--- src/rtl/i2c_target_pkg.sv ---
// Shared state encoding and bus-level constants for the I2C register target.
package i2c_target_pkg;

    typedef enum logic [3:0] {
        ST_IDLE      = 4'd0,
        ST_ADDR      = 4'd1,
        ST_ADDR_ACK  = 4'd2,
        ST_PTR       = 4'd3,
        ST_PTR_ACK   = 4'd4,
        ST_WDATA     = 4'd5,
        ST_WDATA_ACK = 4'd6,
        ST_RDATA     = 4'd7,
        ST_RACK      = 4'd8,
        ST_IGNORE    = 4'd9
    } state_t;

    localparam logic I2C_ACK      = 1'b0;
    localparam logic I2C_NACK     = 1'b1;
    localparam logic I2C_RW_WRITE = 1'b0;

endpackage

--- src/rtl/i2c_in_filter.sv ---
// Pin conditioner: 2-flop synchronizer plus FILTER-sample glitch filter with edge pulses.
// Latency 2 + FILTER cycles from pin change to level/pulse; no backpressure.
module i2c_in_filter #(
    parameter int FILTER = 3
) (
    input  logic clk,
    input  logic rst,
    input  logic i_pin,
    output logic o_lvl,
    output logic o_rise,
    output logic o_fall
);

    localparam int CW = $clog2(FILTER + 1);

    logic          r_s1;
    logic          r_s2;
    logic [CW-1:0] r_cnt;
    logic          r_lvl;
    logic          r_rise;
    logic          r_fall;

    // Bus idles high, so everything resets to the released level.
    always_ff @(posedge clk) begin
        if (rst) begin
            r_s1   <= 1'b1;
            r_s2   <= 1'b1;
            r_cnt  <= '0;
            r_lvl  <= 1'b1;
            r_rise <= 1'b0;
            r_fall <= 1'b0;
        end else begin
            r_s1   <= i_pin;
            r_s2   <= r_s1;
            r_rise <= 1'b0;
            r_fall <= 1'b0;
            if (r_s2 != r_lvl) begin
                if (r_cnt == CW'(FILTER - 1)) begin
                    r_lvl  <= r_s2;
                    r_rise <= r_s2;
                    r_fall <= ~r_s2;
                    r_cnt  <= '0;
                end else begin
                    r_cnt <= r_cnt + CW'(1);
                end
            end else begin
                r_cnt <= '0;
            end
        end
    end

    assign o_lvl  = r_lvl;
    assign o_rise = r_rise;
    assign o_fall = r_fall;

endmodule

--- src/rtl/i2c_target_regs.sv ---
// I2C target with a byte register file: pointer-addressed writes, sequential reads.
// SDA reacts one cycle after a filtered SCL fall; no clock stretching.
module i2c_target_regs
    import i2c_target_pkg::*;
#(
    parameter logic [6:0] ADDR   = 7'h50,
    parameter int         DEPTH  = 16,
    parameter int         FILTER = 3
) (
    input  logic                     clk,
    input  logic                     rst,
    input  logic                     scl_i,
    input  logic                     sda_i,
    output logic                     sda_o,
    output logic                     sda_t,
    output logic                     busy,
    output logic                     wr_valid,
    output logic [$clog2(DEPTH)-1:0] wr_addr,
    output logic [7:0]               wr_data
);

    localparam int PW = $clog2(DEPTH);

    logic w_scl_lvl, w_scl_rise, w_scl_fall;
    logic w_sda_lvl, w_sda_rise, w_sda_fall;

    i2c_in_filter #(.FILTER(FILTER)) u_scl_filt (
        .clk(clk), .rst(rst), .i_pin(scl_i),
        .o_lvl(w_scl_lvl), .o_rise(w_scl_rise), .o_fall(w_scl_fall)
    );

    i2c_in_filter #(.FILTER(FILTER)) u_sda_filt (
        .clk(clk), .rst(rst), .i_pin(sda_i),
        .o_lvl(w_sda_lvl), .o_rise(w_sda_rise), .o_fall(w_sda_fall)
    );

    state_t        r_state;
    logic [3:0]    r_bitcnt;
    logic [7:0]    r_shift;
    logic          r_rw;
    logic [PW-1:0] r_ptr;
    logic [7:0]    r_regs [DEPTH];
    logic          r_sda_t;
    logic          r_busy;
    logic          r_wr_valid;
    logic [PW-1:0] r_wr_addr;
    logic [7:0]    r_wr_data;

    logic          w_start;
    logic          w_stop;
    logic [7:0]    w_byte;
    logic          w_last_rise;
    logic [7:0]    w_rd_byte;
    logic [2:0]    w_bit_idx;

    assign w_start     = w_sda_fall & w_scl_lvl;
    assign w_stop      = w_sda_rise & w_scl_lvl;
    assign w_byte      = {r_shift[6:0], w_sda_lvl};
    assign w_last_rise = w_scl_rise && (r_bitcnt == 4'd7);
    assign w_rd_byte   = r_regs[r_ptr];
    assign w_bit_idx   = 3'(4'd7 - r_bitcnt);

    always_ff @(posedge clk) begin
        if (rst) begin
            r_state    <= ST_IDLE;
            r_bitcnt   <= 4'd0;
            r_shift    <= 8'd0;
            r_rw       <= 1'b0;
            r_ptr      <= '0;
            r_sda_t    <= 1'b1;
            r_busy     <= 1'b0;
            r_wr_valid <= 1'b0;
            r_wr_addr  <= '0;
            r_wr_data  <= 8'd0;
            for (int i = 0; i < DEPTH; i++) r_regs[i] <= 8'd0;
        end else begin
            r_wr_valid <= 1'b0;
            if (w_start) begin
                r_state  <= ST_ADDR;
                r_bitcnt <= 4'd0;
                r_sda_t  <= 1'b1;
                r_busy   <= 1'b1;
            end else if (w_stop) begin
                r_state <= ST_IDLE;
                r_sda_t <= 1'b1;
                r_busy  <= 1'b0;
            end else begin
                // Data bytes commit on the 8th rise so a later START/STOP cannot undo them.
                if (w_scl_rise) begin
                    r_shift <= w_byte;
                    if (r_bitcnt != 4'd8) r_bitcnt <= r_bitcnt + 4'd1;
                    if (w_last_rise && r_state == ST_PTR) r_ptr <= w_byte[PW-1:0];
                    if (w_last_rise && r_state == ST_WDATA) begin
                        r_regs[r_ptr] <= w_byte;
                        r_wr_valid    <= 1'b1;
                        r_wr_addr     <= r_ptr;
                        r_wr_data     <= w_byte;
                        r_ptr         <= r_ptr + PW'(1);
                    end
                end
                if (w_scl_fall) begin
                    case (r_state)
                        ST_ADDR: if (r_bitcnt == 4'd8) begin
                            r_rw     <= r_shift[0];
                            r_bitcnt <= 4'd0;
                            if (r_shift[7:1] == ADDR) begin
                                r_state <= ST_ADDR_ACK;
                                r_sda_t <= I2C_ACK;
                            end else begin
                                r_state <= ST_IGNORE;
                            end
                        end
                        ST_ADDR_ACK: begin
                            r_bitcnt <= 4'd0;
                            if (r_rw == I2C_RW_WRITE) begin
                                r_state <= ST_PTR;
                                r_sda_t <= 1'b1;
                            end else begin
                                r_state <= ST_RDATA;
                                r_sda_t <= w_rd_byte[7];
                            end
                        end
                        ST_PTR, ST_WDATA: if (r_bitcnt == 4'd8) begin
                            r_state  <= (r_state == ST_PTR) ? ST_PTR_ACK : ST_WDATA_ACK;
                            r_sda_t  <= I2C_ACK;
                            r_bitcnt <= 4'd0;
                        end
                        ST_PTR_ACK, ST_WDATA_ACK: begin
                            r_state  <= ST_WDATA;
                            r_sda_t  <= 1'b1;
                            r_bitcnt <= 4'd0;
                        end
                        ST_RDATA: begin
                            if (r_bitcnt == 4'd8) begin
                                r_state  <= ST_RACK;
                                r_sda_t  <= 1'b1;
                                r_ptr    <= r_ptr + PW'(1);
                                r_bitcnt <= 4'd0;
                            end else begin
                                r_sda_t <= w_rd_byte[w_bit_idx];
                            end
                        end
                        ST_RACK: begin
                            r_bitcnt <= 4'd0;
                            if (r_shift[0] == I2C_NACK) begin
                                r_state <= ST_IGNORE;
                                r_sda_t <= 1'b1;
                            end else begin
                                r_state <= ST_RDATA;
                                r_sda_t <= w_rd_byte[7];
                            end
                        end
                        default: ;
                    endcase
                end
            end
        end
    end

    assign sda_o    = 1'b0;
    assign sda_t    = r_sda_t;
    assign busy     = r_busy;
    assign wr_valid = r_wr_valid;
    assign wr_addr  = r_wr_addr;
    assign wr_data  = r_wr_data;

endmodule

--- config.mk ---
export PLATFORM = sky130hd
export DESIGN_NAME = i2c_target_regs
export DESIGN_NICKNAME = d
export VERILOG_FILES = /design/src/rtl/i2c_target_pkg.sv /design/src/rtl/i2c_in_filter.sv /design/src/rtl/i2c_target_regs.sv
export SDC_FILE = /design/constraint.sdc
export NUM_CORES = 1
export LEC_CHECK = 0
export ABC_CLOCK_PERIOD_IN_PS = 3300
export CORE_MARGIN = 1
export CORE_UTILIZATION = 42
export DETAILED_ROUTE_END_ITERATION = 8
export PLACE_DENSITY = 0.65
export SLEW_MARGIN = 40
export SYNTH_ARGS = -nofsm -noshare
export SYNTH_HDL_FRONTEND = slang
export SYNTH_HIERARCHICAL = 1
export SYNTH_SLANG_ARGS = --single-unit
--- constraint.sdc ---
create_clock -name clk -period 3.3 [get_ports clk]
set_input_delay 0.33 -clock clk [delete_from_list [all_inputs] [get_ports clk]]
set_output_delay 0.33 -clock clk [all_outputs]
set_load 0.02 [all_outputs]
==> results of run 1 <==
## report_power, final
group	switching, mW	total [mW]	internal, mW
sequential	0.0472	2.57	2.52
combinational	0.131	0.220	0.0899
clock	0.870	1.92	1.05
## metal layers
metal,part of all wire,global-route usage,vias up
li1,-,-,2531
met1,0.42,0.270,2674
met2,0.49,0.335,196
met3,0.067,0.0408,23
met4,0.016,0.0674,0
met5,0,0,-
## worst reg2reg max path, stage by stage, from the launching register on
cell and delay (ps):
dfxtp_1 580, ha_1 250, nand4b_1 290, nor4_4 690, nand2_4 240, nor3_4 270, or2_1 370
## metrics by stage
stage,setup slack [ps],total power [mW],utilization,cell area (um2),hold slack [ps]
after CTS,307,4.73,0.476,9640,255
after floorplan,980,2.75,-,8660,389
final,270,4.71,0.476,9640,268
after global placement,469,2.84,0.449,9080,393
after global routing,93.6,4.83,0.476,9640,289
after detailed placement,313,2.84,0.449,9080,396
## how the worst min path moves through the flow
stage / slack (ps) / cells after the start / end / start
2_1_floorplan: 390 / 1 / u_scl_filt/r_s2 / u_scl_filt/r_s1
3_3_place_gp: 390 / 1 / u_scl_filt/r_s2 / u_scl_filt/r_s1
3_5_place_dp: 400 / 1 / u_scl_filt/r_s2 / u_scl_filt/r_s1
4_1_cts: 260 / 3 / r_state[3] / rst
5_1_grt: 290 / 3 / r_state[3] / rst
6_report: 270 / 3 / r_state[3] / rst
## layout make-up
type,count,area (um2)
Clock buffer,19,433
Fill cell,1772,10600
Clock inverter,12,119
Tap cell,270,338
Sequential cell,182,4930
Timing Repair Buffer,34,308
Inverter,12,45.0
Multi-Input combinational cell,449,3460
## sequential cells by signal (all words and copies together) (netlist names), 2 cells and up, named ones only
register and cells:
r_bitcnt 4, r_ptr 4, r_regs 128, r_shift 8, r_state 4, u_scl_filt/r_cnt 2
u_sda_filt/r_cnt 2, wr_addr 4, wr_data 8
## cell families after synthesis
| kind of cell | share of synthesized area |
|---|---|
| buffers and inverters | 0.0328 |
| other | 0.000433 |
| adders and majority gates | 0.0116 |
| xor gates and xnor gates | 0.00607 |
| AOI/OAI and AO/OA | 0.0579 |
| DFF | 0.569 |
| muxes | 0.108 |
| and+or+nand+nor | 0.215 |
## cell usage after synthesis (4+ instances only)
library cell / instances
a21oi_1: 24
a31oi_1: 4
and2_1: 113
and4bb_2: 4
buf_2: 8
buf_6: 4
clkbuf_1: 34
dfxtp_1: 54
edfxtp_1: 128
ha_1: 8
inv_1: 11
mux2i_1: 20
mux4_2: 32
nand2_1: 28
nand2_4: 4
nand2b_1: 6
nand3_1: 22
nor2_1: 37
nor2_2: 9
nor2b_1: 10
nor3_1: 20
nor3_4: 4
nor4_1: 10
o21ai_0: 9
or2_1: 4
or2_2: 17
xnor2_1: 5
==> impl_metrics.toml, run 1 <==
[routing]
drt-pass1-iter-count = 5
vias = 5424
viasPerCell = 5.55
postRouteAntennaNets = 0
routed_wl_um = 20700
drc = 0
drt_iter0_drc = 424
wl_per_cell_um = 21.2

[global_routing]
overflow = 0
antenna_found_initial = 0
grt_pass1_vias = 5405
grt_max_degree = 59
grt.total_usage = 0.203
grt_pass1_wl_um = 31800

[finish]
nNetsFinal = 708
final_layout_size_suffix_gt1_frac = 0.189
most-common-layout-cells = "128 x edfxtp_1, 113 x and2_1, 48 x dfxtp_1"
final_common_cell = "edfxtp_1"
stdcell_count = 978
n_antenna_cell = 0
syn_to_final_growth_pct = 11.3

[synth]
synth_edf_count = 128
ys_top_cells_by_area = "edfxtp_1 44%, dfxtp_1 12%, mux4_2 8.3%"
synth_cells = 694
ys_seq_area_frac = 0.569
netlist_area_um2 = 8660
ys_ff_latch = 182
synthFlopType = "edfxtp_1"
yosysWarningCount = 6
syn-mean-instance-area_um2 = 12.5
synth_top_area_frac = 0.444
ys_types = 66
synth_top_cell_by_area = "edfxtp_1"
async_reset_ff_frac = 0
syn_nets = 706

[power_and_ir_drop]
leakagePower_nw = 3.12
ir_worst_vdd_v = 0.000361
power_density_nw_per_um2 = 489

[critical_path]
rr_endpoint = "r_regs[3][5]"
cp_cell_sequence = "ha_1 > nand4b_1 > nor4_4 > nand2_4 > nor3_4 > or2_1"
ff2ff_setup_slack_ps = 270
crit_arrival_ps = 3110
critPathBufInv = 0
worst_path_dominant_cell_family = "simple AND/OR/NAND/NOR gates"
worstReg2RegStart = "r_bitcnt[0]"
startpoint_type = "register"
end_kind = "register"
startpoint = "r_bitcnt[0]"
cpMaxStageDelayCell = "nor4_4"
criticalPathCategory = "reg2reg"
cp.depth = 6
crit_fanout = 12
endpoint = "r_regs[3][5]"
cp.required_ps = 3380
rr_worst_depth = 6
slowest_delay_ps = 690

[timing]
tightest_slew_ps = 699
finalSetupViolCount = 0
finalSetupTns_ps = 0
min_period_ps = 3030
finalCritPeriodShare = 0.918
hold_viol_final = 0
slew_viol_final = 0
max_freq_ghz = 0.330
finalClockSkew_ps = 10.4
maxSlewHeadroom = 0.530
rsz0062_at_grt = "false"

[cts]
cts_setup_buffers = 0
cts.clk_slew.worst_paths_ps = 70
clockBufferDepth = 2
cts_tree = "yes"
clock_sinks = 182
cts_made_buffers = 17
cts_hold_buf = 0
clk_latency_ps = 420
cts_root_buf = "clkbuf_16"
htree_num_levels = 4
ctsResizeCount = 0

[placement]
dp_cells = 947
dp_hpwl_um = 13800
globalplace.congestion = 0.917
io_buffers = 18

[floorplanning]
io_pins = 20
row_count = 52
dieArea_um2 = 21200
die_h_um = 146
core-area_um2 = 20200
initial_core_util = 0.428
die_w_um = 146

[run]
drv_cap = 0

[worst_hold_path]
min_path_type = "in2reg"

[outcome]
status = "completed"
(Power assumes the default switching activity.)
==> run 2, diff against run 1 <==
--- a/config.mk
+++ b/config.mk
@@ -8,6 +8,7 @@
 export ABC_CLOCK_PERIOD_IN_PS = 3300
 export CORE_MARGIN = 1
 export CORE_UTILIZATION = 42
+export CTS_BUF_LIST = sky130_fd_sc_hd__clkbuf_16
 export DETAILED_ROUTE_END_ITERATION = 8
 export PLACE_DENSITY = 0.65
 export SLEW_MARGIN = 40
==> impl_metrics.toml, run 2 (same netlist as run 1, synthesis figures left out) <==
[cts]
htree_num_levels = 4
cts_setup_buffers = 0
ctsResizeCount = 0
clk_latency_ps = 420
cts_hold_buf = 0
cts_made_buffers = 17
clock_sinks = 182
cts_root_buf = "clkbuf_16"
cts_tree = "yes"
cts.clk_slew.worst_paths_ps = 60
clockBufferDepth = 2

[worst_hold_path]
hp-start = "rst"
min_path_type = "in2reg"

[floorplanning]
core-area_um2 = 20200
row_count = 52
die_w_um = 146
initial_core_util = 0.428
die_h_um = 146
dieArea_um2 = 21200
io_pins = 20

[critical_path]
end_kind = "register"
crit_arrival_ps = 3120
cp.required_ps = 3380
criticalPathCategory = "reg2reg"
startpoint_type = "register"
crit_fanout = 12
startpoint = "r_bitcnt[0]"
worstReg2RegStart = "r_bitcnt[0]"

[finish]
regMostFlops = "r_regs"
final_layout_size_suffix_gt1_frac = 0.189
final_common_cell = "edfxtp_1"
stdcell_count = 978
largest_reg_flops = 128
nNetsFinal = 708
syn_to_final_growth_pct = 11.3
most-common-layout-cells = "128 x edfxtp_1, 113 x and2_1, 48 x dfxtp_1"
fin_util = 0.476
n_antenna_cell = 0

[timing]
min_period_ps = 3030
setup_ws_ps = 266
finalSetupViolCount = 0
slew_viol_final = 0
finalClockSkew_ps = 8.82
finalCritPeriodShare = 0.919
max_freq_ghz = 0.330
hold_viol_final = 0
finalSetupTns_ps = 0
rsz0062_at_grt = "false"
tightest_slew_ps = 695
maxSlewHeadroom = 0.533

[global_routing]
met3_usage = 0.0408
grt_pass1_wl_um = 31800
grt-busiest-layer = "met2"
grt.total_usage = 0.203
grt_max_degree = 59
grt_pass1_vias = 5405
antenna_found_initial = 0
grt_util_met2 = 0.335
overflow = 0
met1_usage = 0.270

[placement]
dp_hpwl_um = 13800
io_buffers = 18
globalplace.congestion = 0.917
dp_cells = 947
preCtsSetupSlack_ps = 313

[routing]
drt_iter0_drc = 431
postRouteAntennaNets = 0
wl_per_cell_um = 21.2
routed_wl_um = 20700
drc = 0
drt-pass1-iter-count = 5
vias = 5452
viasPerCell = 5.57

[power_and_ir_drop]
power_density_nw_per_um2 = 488
ir_worst_vdd_v = 0.000361
leakagePower_nw = 3.13

[run]
drv_cap = 0

[outcome]
status = "completed"
-- run 2: cell types whose count changed in the layout (fill, tap and decap cells not counted) --
cell,change
clkbuf_1,-2
inv_1,+2
-- run 2: worst paths after layout --
kind	endpoint	slack, ps	cells after the start
max	r_regs[3][5]	270	6
min	r_state[3]	270	3
max reg2reg	r_regs[3][5]	270	6
min reg2reg	u_scl_filt/r_s2	410	1
-- run 2: layer usage --
layer | vias up | share of wire
met5 | - | 0
met4 | 0 | 0.019
met3 | 29 | 0.064
met2 | 198 | 0.49
met1 | 2696 | 0.42
li1 | 2529 | -
-- run 2: power by group --
| part | leakage (nW) | internal, mW | switching (mW) |
|---|---|---|---|
| logic | 1.21 | 0.0899 | 0.131 |
| clock network | 0.266 | 1.04 | 0.869 |
| registers | 1.65 | 2.52 | 0.0477 |
| total | 3.13 | 3.66 | 1.05 |
-- run 2: worst max-delay path, cell delays in order, from the launching register on --
cell and delay [ps]:
dfxtp_1 590, ha_1 250, nand4b_1 290, nor4_4 690, nand2_4 230, nor3_4 280, or2_1 360
-- run 2: cell type report --
cell class	count	area (um2)
tap	270	338
sequential	182	4930
clock buffer	17	425
timing repair buffer	34	308
multi-input combinational	449	3460
clock inverter	14	126
fill	1772	10600
inverter	12	45.0
-- run 2: metrics by stage --
step | hold WS [ps] | total power [mW] | area, um2
final | 266 | 4.70 | 9640
after global routing | 289 | 4.83 | 9640
after CTS | 255 | 4.72 | 9640
after detailed placement | 396 | 2.84 | 9080
after global placement | 393 | 2.84 | 9080
after floorplan | 389 | 2.75 | 8660
